## src/rtl/out_fm_pkg.sv

```systemverilog
// Shared types and geometry helpers for the output feature-map store path.
// Geometry is expressed as functions so each instance derives it from its own tile parameters.
package out_fm_pkg;

    typedef enum logic [1:0] {
        IDLE   = 2'd0,
        STREAM = 2'd1,
        DRAIN  = 2'd2
    } fm_state_e;

    typedef logic [1:0] bank_idx_t;

    localparam int NUM_BANKS = 4;

    function automatic int slice_size(input int tr, input int tc);
        return tr * tc;
    endfunction

    function automatic int tile_size(input int tm, input int tr, input int tc);
        return tm * tr * tc;
    endfunction

    function automatic int bank_depth(input int tm, input int tr, input int tc);
        return (tm / NUM_BANKS) * tr * tc;
    endfunction

endpackage

```

## src/rtl/out_fm_skid_buf.sv

```systemverilog
// Two-entry skid buffer between the bank read pipeline and the outbound FIFO.
// The occupancy count is exported so the reader can budget its outstanding reads.
module out_fm_skid_buf #(
    parameter int DW = 32
) (
    input  logic          clk,
    input  logic          rst_n,
    input  logic          in_valid,
    input  logic [DW-1:0] in_data,
    input  logic          out_pop,
    output logic          out_valid,
    output logic [DW-1:0] out_data,
    output logic [1:0]    count
);

    logic [DW-1:0] ent0_r;
    logic [DW-1:0] ent1_r;
    logic [1:0]    cnt_r;

    // Entry storage; ent0_r is always the head, a simultaneous capture and pop keeps occupancy.
    always_ff @(posedge clk or negedge rst_n) begin
        if (!rst_n) begin
            ent0_r <= {DW{1'b0}};
            ent1_r <= {DW{1'b0}};
            cnt_r  <= 2'd0;
        end else begin
            case ({in_valid, out_pop})
                2'b10: begin
                    if (cnt_r == 2'd0) begin
                        ent0_r <= in_data;
                    end else begin
                        ent1_r <= in_data;
                    end
                    cnt_r <= cnt_r + 2'd1;
                end
                2'b01: begin
                    ent0_r <= ent1_r;
                    cnt_r  <= cnt_r - 2'd1;
                end
                2'b11: begin
                    if (cnt_r == 2'd1) begin
                        ent0_r <= in_data;
                    end else begin
                        ent0_r <= ent1_r;
                        ent1_r <= in_data;
                    end
                end
                default: begin
                    cnt_r <= cnt_r;
                end
            endcase
        end
    end

    assign out_valid = (cnt_r != 2'd0);
    assign out_data  = ent0_r;
    assign count     = cnt_r;

endmodule

```

## src/rtl/output_fm_store.sv

```systemverilog
// Streams one finished output tile from four result banks into the outbound FIFO,
// channel-major and offset-minor, with a two-credit read pipeline feeding a skid buffer.
module output_fm_store
    import out_fm_pkg::*;
#(
    parameter int AW = 16,
    parameter int DW = 32,
    parameter int Tm = 16,
    parameter int Tr = 64,
    parameter int Tc = 16,
    parameter int X  = 4
) (
    input  logic          clk,
    input  logic          rst,
    output logic [AW-1:0] rd_addr0,
    output logic [AW-1:0] rd_addr1,
    output logic [AW-1:0] rd_addr2,
    output logic [AW-1:0] rd_addr3,
    input  logic [DW-1:0] rd_data0,
    input  logic [DW-1:0] rd_data1,
    input  logic [DW-1:0] rd_data2,
    input  logic [DW-1:0] rd_data3,
    output logic [DW-1:0] out_fm_fifo_data,
    output logic          out_fm_fifo_push,
    input  logic          out_fm_fifo_full,
    input  logic          out_fm_store_start,
    output logic          out_fm_store_done,
    output logic          out_fm_store_busy
);

    localparam int SLICE = slice_size(Tr, Tc);
    localparam int TILE  = tile_size(Tm, Tr, Tc);
    localparam logic [AW-1:0]   ONE_A      = AW'(1);
    localparam logic [AW-1:0]   SLICE_A    = AW'(SLICE);
    localparam logic [AW-1:0]   OFF_LAST   = AW'(SLICE - 1);
    localparam logic [AW-1:0]   CHAN_LAST  = AW'(Tm - 1);
    localparam logic [AW+1:0]   PUSH_LAST  = (AW+2)'(TILE - 1);
    localparam logic [AW+1:0]   ONE_P      = (AW+2)'(1);

    fm_state_e     state_r, next_s;
    logic [AW-1:0] offset_r, chan_r, base_r;
    logic [AW+1:0] push_cnt_r;
    logic [AW-1:0] addr_r [0:3];
    bank_idx_t     sel_r, bank_s;
    logic          inflight_r, done_r, busy_r;
    logic [1:0]    count_s;
    logic [2:0]    credit_s;
    logic          head_valid_s, pop_s, issue_s, last_rd_s, last_push_s, start_acc_s;
    logic [DW-1:0] head_s, cap_data_s;

    // Credit, issue and completion decisions for the current cycle.
    always_comb begin
        bank_s      = chan_r[1:0];
        pop_s       = head_valid_s && !out_fm_fifo_full;
        credit_s    = {1'b0, count_s} - {2'b00, pop_s} + {2'b00, inflight_r};
        issue_s     = (state_r == STREAM) && (credit_s < 3'd2);
        last_rd_s   = (chan_r == CHAN_LAST) && (offset_r == OFF_LAST);
        last_push_s = (state_r == DRAIN) && pop_s && (push_cnt_r == PUSH_LAST);
        start_acc_s = (state_r == IDLE) && out_fm_store_start && !done_r;
    end

    // Next-state logic; start is refused during the done cycle so the block re-arms one cycle later.
    always_comb begin
        next_s = state_r;
        case (state_r)
            IDLE: begin
                if (start_acc_s) next_s = STREAM;
                else             next_s = IDLE;
            end
            STREAM: begin
                if (issue_s && last_rd_s) next_s = DRAIN;
                else                      next_s = STREAM;
            end
            DRAIN: begin
                if (last_push_s) next_s = IDLE;
                else             next_s = DRAIN;
            end
            default: next_s = IDLE;
        endcase
    end

    // State register.
    always_ff @(posedge clk or negedge rst) begin
        if (!rst) state_r <= IDLE;
        else      state_r <= next_s;
    end

    // Read-side walk over offset, channel and bank address base, plus the tile push counter.
    always_ff @(posedge clk or negedge rst) begin
        if (!rst) begin
            offset_r   <= {AW{1'b0}};
            chan_r     <= {AW{1'b0}};
            base_r     <= {AW{1'b0}};
            push_cnt_r <= {(AW+2){1'b0}};
        end else if (start_acc_s) begin
            offset_r   <= {AW{1'b0}};
            chan_r     <= {AW{1'b0}};
            base_r     <= {AW{1'b0}};
            push_cnt_r <= {(AW+2){1'b0}};
        end else begin
            if (issue_s) begin
                if (offset_r == OFF_LAST) begin
                    offset_r <= {AW{1'b0}};
                    if (chan_r == CHAN_LAST) begin
                        chan_r <= {AW{1'b0}};
                        base_r <= {AW{1'b0}};
                    end else begin
                        chan_r <= chan_r + ONE_A;
                        if (chan_r[1:0] == 2'(X - 1)) base_r <= base_r + SLICE_A;
                    end
                end else begin
                    offset_r <= offset_r + ONE_A;
                end
            end
            if (pop_s) push_cnt_r <= push_cnt_r + ONE_P;
        end
    end

    // Registered bank addresses; only the selected bank sees a nonzero address.
    always_ff @(posedge clk or negedge rst) begin
        if (!rst) begin
            for (int b = 0; b < 4; b++) addr_r[b] <= {AW{1'b0}};
            sel_r      <= 2'd0;
            inflight_r <= 1'b0;
        end else begin
            for (int b = 0; b < 4; b++) begin
                addr_r[b] <= (issue_s && (bank_s == 2'(b))) ? (base_r + offset_r) : {AW{1'b0}};
            end
            sel_r      <= issue_s ? bank_s : sel_r;
            inflight_r <= issue_s;
        end
    end

    // Return-data mux, steered by the select that travelled with the address.
    always_comb begin
        cap_data_s = rd_data0;
        case (sel_r)
            2'd0:    cap_data_s = rd_data0;
            2'd1:    cap_data_s = rd_data1;
            2'd2:    cap_data_s = rd_data2;
            2'd3:    cap_data_s = rd_data3;
            default: cap_data_s = rd_data0;
        endcase
    end

    // Status flags: busy spans start accept to the done cycle, done is a single pulse.
    always_ff @(posedge clk or negedge rst) begin
        if (!rst) begin
            done_r <= 1'b0;
            busy_r <= 1'b0;
        end else begin
            done_r <= last_push_s;
            if (start_acc_s)      busy_r <= 1'b1;
            else if (last_push_s) busy_r <= 1'b0;
            else                  busy_r <= busy_r;
        end
    end

    out_fm_skid_buf #(.DW(DW)) u_skid (
        .clk       (clk),
        .rst_n     (rst),
        .in_valid  (inflight_r),
        .in_data   (cap_data_s),
        .out_pop   (pop_s),
        .out_valid (head_valid_s),
        .out_data  (head_s),
        .count     (count_s)
    );

    assign rd_addr0          = addr_r[0];
    assign rd_addr1          = addr_r[1];
    assign rd_addr2          = addr_r[2];
    assign rd_addr3          = addr_r[3];
    assign out_fm_fifo_data  = head_s;
    assign out_fm_fifo_push  = pop_s;
    assign out_fm_store_done = done_r;
    assign out_fm_store_busy = busy_r;

endmodule

```

## config.mk

```make
export PLATFORM = sky130hd
export DESIGN_NAME = output_fm_store
export DESIGN_NICKNAME = d
export VERILOG_FILES = /design/src/rtl/out_fm_pkg.sv /design/src/rtl/out_fm_skid_buf.sv /design/src/rtl/output_fm_store.sv
export SDC_FILE = /design/constraint.sdc
export NUM_CORES = 1
export LEC_CHECK = 0
export CAP_MARGIN = 10
export CORE_ASPECT_RATIO = 1.75
export CORE_MARGIN = 3
export CORE_UTILIZATION = 50
export CTS_CLUSTER_DIAMETER = 30
export DETAILED_ROUTE_END_ITERATION = 12
export GPL_TIMING_DRIVEN = 0
export MAX_ROUTING_LAYER = met4
export PLACE_DENSITY = 0.78
export SLEW_MARGIN = 20
export SYNTH_ARGS = -nofsm -noshare
export SYNTH_HDL_FRONTEND = slang
export SYNTH_HIERARCHICAL = 1
export SYNTH_SLANG_ARGS = --single-unit
```

## constraint.sdc

```tcl
create_clock -name clk -period 4.3 [get_ports clk]
set_input_delay 0.86 -clock clk [delete_from_list [all_inputs] [get_ports clk]]
set_output_delay 0.86 -clock clk [all_outputs]
set_load 0.005 [all_outputs]
```

==> results.md, run 1 <==
- Pwr/cell area: ~500 nW/um^2
- Port Buffers: 230
- DRT antenna net count: 0
- Main flop type after synthesis: dfrtp_1
- H-Tree Depth: 4
- Clk pin slew, worst setup/hold paths: 0.08 ns
- Row count: 65
- Initial antenna violation count: 0
- R2R Setup Slk: ~0.38 ns
- Crit end category: register
- Crit path DAT: 4.29 ns
- Max-cap violations: 0
- All-Layer GR Usage: 0.293
- Die footprint: approximately 21000 sq um
- Io pins: about 230
- Crit path time final: ~3.9 ns
- Worst slew pin tran: 0.920 ns
- Synth top area cells: dfrtp_1 51%, mux4_2 7.6%, mux2_4 4.8%
- Final Hold Vio Count: 0
- Ys Warns: 6
- Vias in the first global route: 8278
- Reg-to-reg endpoint: chan_r[12]
- Final Hold Slack: 0.251 ns
- TritonRoute pass-1 iters: 5
- DP Worst Slack: -0.485 ns
- Fin cells: 1334
- Die height: between 150 and 200 microns
- EDFF count, synth: 0
- Crit path kind: reg -> reg
- Yosys cell types: 55
- Area growth, synth to finish: 34.8%
- DR WL/cell: about 22 microns
- Clock Path Buffers: 2
- Final setup margin: roughly 0.38 ns
- Yosys reg bits: 193
- Async S/R FF share, synth: 1.00
- Clock skew: 0.0119 ns
- Final Cycle Share: 0.913
- Area share of the largest cell type after synthesis: 0.511
- Layout Nets: 1238
- Reg area: 4830 sq um
- Hold-fix buffers, CTS: 0
- Setup Viol. Count Final: 0
- Routed WL: between 20000 and 30000 microns
- Initial DRC count: 607
- Mean Syn Cell Area: 11.3 sq um
- Commonest non-fill, non-tap cell in the layout: clkdlybuf4s50_1
- Largest net degree at the start of global routing: 88
- Clk root buf: clkbuf_16
- Clk sinks: 193
- GP Congestion: 0.881
- LEAKAGE: ~5.5 nW
- CTS buffer count: 17
- Dpl hpwl: 21800 microns
- Outcome: finished clean
- Synth Instances: 833
- Final Max Tran Viols: 0
- Worst Path Required: roughly 4.7 ns
- Most frequent cells in the layout: 229 x clkdlybuf4s50_1, 193 x dfrtp_1, 64 x a21oi_1
- Die Wd: 110 microns
- HP Class: in -> async
- First-pass GRT wire length: 45200 microns
- Synth area leader: dfrtp_1
- Number of remaining DRC errors: 0
- CP Launch Type: register
- Layout cell share with drive strength beyond 1: 0.129
- Sequential-to-total area share from yosys stat: 0.511
- Clock latency at the later pin of the worst-skew pair: 0.44 ns
- Initial Util: 0.516
- Worst rel slew slack: 0.387
- Via Count: slightly below 8000
- Total grt overflow: 0
- CTS tree: done
- CP Max Fanout: 10
- R2R Path Start: u_skid/count[1]
- Fillcell total: 1409
- R2R depth: 15
- Max Clk Rate: between 0.2 and 0.3 GHz
- RSZ-0062 raised after global routing: no
- Placed Cells: 1299
- Footprint of the multi-input gates: approximately 4300 sq um
- Syn nets: 984
- Peak supply drop: 0.291 mV
- Area of the mapped netlist: ~9400 sq um
- Via-per-instance ratio: 5.92
- Ant diodes: 0
- Core area: roughly 18000 sq um
## registers in the layout, summed over array words and instances (netlist names)
| signal | cells |
|---|---|
| base_r | 6 |
| chan_r | 16 |
| inflight_r | 1 |
| offset_r | 16 |
| out_fm_store_busy | 1 |
| out_fm_store_done | 1 |
| push_cnt_r | 18 |
| rd_addr0 | 16 |
| rd_addr1 | 16 |
| rd_addr2 | 16 |
| rd_addr3 | 16 |
| sel_r | 2 |
| state_r | 2 |
| u_skid/count | 2 |
| u_skid/ent1_r | 32 |
| u_skid/out_data | 32 |
## layout make-up
cell class	instances	share of cell area
multi-input combinational	570	0.336
timing repair buffer	235	0.187
clock buffer	17	0.0334
inverter	14	0.00413
tap	234	0.0230
sequential	193	0.379
clock inverter	15	0.0142
buffer	56	0.0225
## worst max-delay path, cell delays in order (launching register included)
cell and delay [ns]:
dfrtp_1 0.45, inv_1 0.09, ha_1 0.22, inv_1 0.11, nor2b_1 0.14, clkbuf_2 0.25, nor2b_1 0.24, o21ai_0 0.15
fa_1 0.54, nand3b_1 0.21, nor4_4 0.30, buf_4 0.20, nand3b_1 0.10, buf_2 0.20, or4_1 0.51, a21oi_1 0.15
## per-layer routing
metal	vias up	wire length, microns	track usage
met5	-	0	-
met4	0	1560	0.156
met3	80	2250	0.0596
met2	339	15300	0.503
met1	3913	9900	0.309
li1	3562	-	-
## timing repair
| action | CTS | global route |
|---|---|---|
| setup buffers | 0 | 3 |
| setup endpoints to repair | 7 | 54 |
| resized for setup | 0 | 2 |
| pin swaps | 1 | 1 |
## where the power goes
group | switching [mW] | leakage, nW | internal, mW
logic | 1.17 | 2.66 | 1.13
registers | 0.249 | 2.51 | 2.20
clock network | 0.785 | 0.292 | 0.790
## logic make-up after synthesis
group	share of synthesized area
compound gates	0.104
xor+xnor	0.0287
fa+ha+maj	0.0260
buf+inv	0.0355
flops	0.511
mux	0.132
simple gates	0.162
## per-stage QoR
stage | power [mW] | util | TNS (ns) | area, sq um
3_3_place_gp | 4.65 | 0.658 | -1046.36 | 12000
5_1_grt | 6.66 | 0.696 | 0 | 12700
3_5_place_dp | 4.74 | 0.661 | -11.07 | 12100
4_1_cts | 6.34 | 0.694 | 0 | 12700
6_report | 6.33 | 0.696 | 0 | 12700
2_1_floorplan | 3.76 | - | 0 | 9440
## worst max-delay path by stage
stage | slack (ns) | end | cells past startpoint | startpoint
after floorplan | 0.58 | chan_r[12] | 11 | out_fm_fifo_full
after global placement | -5.40 | u_skid/out_data[12] | 1 | rst
after detailed placement | -0.48 | chan_r[8] | 11 | out_fm_fifo_full
after CTS | 0.06 | chan_r[12] | 14 | u_skid/count[1]
after global routing | 0.07 | chan_r[12] | 15 | u_skid/count[1]
final | 0.38 | chan_r[12] | 15 | u_skid/count[1]
## cells in the mapped netlist, drive strengths merged (2+ instances only)
cell	count
a21boi	2
a21oi	65
a22oi	2
a31oi	38
a41oi	2
and2	2
and3	53
and4	6
buf	25
clkbuf	31
dfrtp	193
ha	18
inv	14
mux2	35
mux2i	2
mux4	32
nand2	38
nand2b	4
nand3	51
nand3b	4
nand4	12
nor2	52
nor2b	10
nor3	7
nor4	7
nor4b	2
o21ai	54
o31ai	4
or3	12
or3b	3
or4	8
or4b	3
xnor2	12
xor2	19
(Power assumes the default switching activity.)
==> run 2: changes to the inputs <==
--- a/config.mk
+++ b/config.mk
@@ -5,7 +5,7 @@
 export SDC_FILE = /design/constraint.sdc
 export NUM_CORES = 1
 export LEC_CHECK = 0
-export CAP_MARGIN = 10
+export ABC_CLOCK_PERIOD_IN_PS = 4300
 export CORE_ASPECT_RATIO = 1.75
 export CORE_MARGIN = 3
 export CORE_UTILIZATION = 50
@@ -13,7 +13,7 @@
 export DETAILED_ROUTE_END_ITERATION = 12
 export GPL_TIMING_DRIVEN = 0
 export MAX_ROUTING_LAYER = met4
-export PLACE_DENSITY = 0.78
+export PLACE_DENSITY = 0.86
 export SLEW_MARGIN = 20
 export SYNTH_ARGS = -nofsm -noshare
 export SYNTH_HDL_FRONTEND = slang
==> run 2 against run 1 <==
Net effect:
- sequential power is essentially flat
- utilization is 0.12 points higher
- routed wire length is 1.2% higher
- worst hold slack improved by 0.079 ns
- cell count is essentially flat
- largest cell class unchanged
- sequential cell count is the same
- global-route usage grew 0.40 points
- sequential share of layout area down 0.067 points
- cell area rose by 0.18%
- highest routed layer unchanged
- maximum frequency about the same
==> results.md, run 2 (synthesis results as in run 1) <==
- Crit path kind: reg -> reg
- H-Tree Depth: 4 (unchanged)
- Worst rel slew slack: 0.325 (-0.0616)
- Peak supply drop: 0.304 mV (+4.3%)
- CP Launch Type: register
- Initial antenna violation count: 0 (unchanged)
- Crit end category: register
- Total grt overflow: 0 (unchanged)
- Slowest CP cell: or4_1
- Initial DRC count: 791 (+30%)
- Max Clk Rate: 0.255 GHz (about the same)
- Clk root buf: clkbuf_16
- Initial Util: 0.516 (unchanged)
- Final Hold Slack: 0.331 ns (+0.0795 ns)
- All-Layer GR Usage: 0.297 (+0.00397)
- HP Class: in -> async
- Worst Path Required: 4.67 ns (about the same)
- Outcome: finished clean
- Routed WL: 29300 microns (+1.2%)
- LEAKAGE: 5.47 nW (about the same)
- Die footprint: 20600 sq um (unchanged)
- Clock skew: 0.0136 ns (+0.00170 ns)
- Largest net degree at the start of global routing: 82 (-6.8%)
- Core area: 18300 sq um (unchanged)
- Final Cycle Share: 0.912 (about the same)
- Crit path largest cell delay: 0.52 ns (-0.02 ns)
- Crit path time final: 3.92 ns (-0.00301 ns)
- Port Buffers: 230 (unchanged)
- Clock latency at the later pin of the worst-skew pair: 0.44 ns (about the same)
- Pwr/cell area: 506 nW/um^2 (+1.6%)
- DRT antenna net count: 0 (unchanged)
- Worst slew pin tran: 1.01 ns (+0.0923 ns)
- Final Max Tran Viols: 0 (unchanged)
- Clk sinks: 193 (unchanged)
- Hold-fix buffers, CTS: 0 (unchanged)
- Number of remaining DRC errors: 0 (unchanged)
- Via-per-instance ratio: 6.13 (+3.5%)
- Dpl hpwl: 21100 microns (-3.3%)
- First-pass GRT wire length: 46200 microns (+2.1%)
- Crit path DAT: 4.29 ns (about the same)
- Io pins: 231 (unchanged)
- RSZ-0062 raised after global routing: no
- Commonest non-fill, non-tap cell in the layout: clkdlybuf4s50_1
- Placed inst area: 12100 sq um (unchanged)
- Vias in the first global route: 8601 (+3.9%)
- Final Hold Vio Count: 0 (unchanged)
- Die Wd: 110 microns (unchanged)
- Ant diodes: 0 (unchanged)
- Setup Viol. Count Final: 0 (unchanged)
- Max-cap violations: 0 (unchanged)
- Layout cell share with drive strength beyond 1: 0.130 (+0.000791)
- GP Congestion: 0.898 (+2.0%)
- Clock Path Buffers: 2 (unchanged)
- Area growth, synth to finish: 35.0%
- Layout Nets: 1239 (+0.081%)
- CP Max Fanout: 10 (unchanged)
- Post-layout util: 0.697 (+0.00123)
- Clk pin slew, worst setup/hold paths: 0.08 ns (about the same)
- CTS buffer count: 17 (unchanged)
- CP Cell Sequence: inv_1, ha_1, inv_1, nor2b_1, clkbuf_2, nor2b_1, o21ai_0, fa_1, xor2_1, nor4_4, buf_4, nand3b_1, buf_2, or4_1, a21oi_1
- Post-route cell area: 12800 sq um (+0.18%)
- R2R Setup Slk: 0.38 ns (about the same)
- Via Count: 8178 (+3.6%)
- Fillcell total: 1236 (-12%)
- Row count: 65 (unchanged)
- TritonRoute pass-1 iters: 5 (unchanged)
- CTS tree: done
- Die height: 188 microns (unchanged)
- Most frequent cells in the layout: 229 x clkdlybuf4s50_1, 193 x dfrtp_1, 64 x a21oi_1
- DR WL/cell: 22.0 microns (+1.1%)
-- run 2: per-layer routing --
layer	track usage	vias to the layer above	wire length, microns
li1	-	3566	-
met1	0.321	3990	9960
met2	0.490	466	15100
met3	0.0682	156	2430
met4	0.172	0	1810
met5	-	-	0
-- run 2: worst paths after layout --
check / start / to / cells past startpoint
min in group clk: out_fm_store_busy / out_fm_store_busy / 2
worst min register to register: out_fm_store_busy / out_fm_store_busy / 2
worst min-delay path: rst / chan_r[6] / 1
worst max-delay path: u_skid/count[1] / chan_r[12] / 15
worst max register to register: u_skid/count[1] / chan_r[12] / 15
max in group asynchronous: rst / u_skid/out_data[8] / 2
-- run 2: repair_timing --
item                                    in CTS  in global routing
pin swaps                                    1                  1
resized for setup                            0                  3
cloned                                       0                  0
buffers inserted                             0                  4
endpoints found under the setup margin       5                 42
-- run 2: final cells by class --
| cell class | instances | area (sq um) | area share |
|---|---|---|---|
| flip-flops and latches | 193 | 4830 | 0.379 |
| multi-input cells | 570 | 4280 | 0.336 |
| repair buffers | 236 | 2390 | 0.188 |
| clock buffers | 17 | 425 | 0.0334 |
| well taps | 234 | 293 | 0.0230 |
| plain buffers | 56 | 285 | 0.0224 |
| clock inverters | 15 | 193 | 0.0151 |
| inverters | 14 | 52.6 | 0.00412 |
-- run 2: critical path: cells and delay by family (launching register included) --
family                   cells  cell delay, ns
AND/OR/NAND/NOR              5            1.34
AO/OA/AOI/OAI                2            0.31
XOR/XNOR                     1            0.25
adder cells (fa/ha/maj)      2            0.63
flip-flops                   1            0.44
buffers and inverters        5            0.88
-- run 2: metrics by stage --
stage	total power, mW	setup slack (ns)	setup TNS, ns	cells
5_1_grt	6.74	0.0582	0	1335
6_report	6.45	0.379	0	1335
4_1_cts	6.41	0.0286	0	1331
3_5_place_dp	4.74	-0.493	-10.34	1299
2_1_floorplan	3.76	0.578	0	833
3_3_place_gp	4.63	-5.30	-1025.42	1297
-- run 2: power by group --
part           switching, mW  internal (mW)
combinational           1.19           1.14
clock                  0.807          0.842
sequential             0.269           2.20
==> run 3: changes to the inputs <==
--- a/config.mk
+++ b/config.mk
@@ -13,7 +13,7 @@
 export DETAILED_ROUTE_END_ITERATION = 12
 export GPL_TIMING_DRIVEN = 0
 export MAX_ROUTING_LAYER = met4
-export PLACE_DENSITY = 0.86
+export PLACE_DENSITY = 0.78
 export SLEW_MARGIN = 20
 export SYNTH_ARGS = -nofsm -noshare
 export SYNTH_HDL_FRONTEND = slang
==> results of run 3 <==
No change in the layout: final DEF, timing and power equal those of run 1.
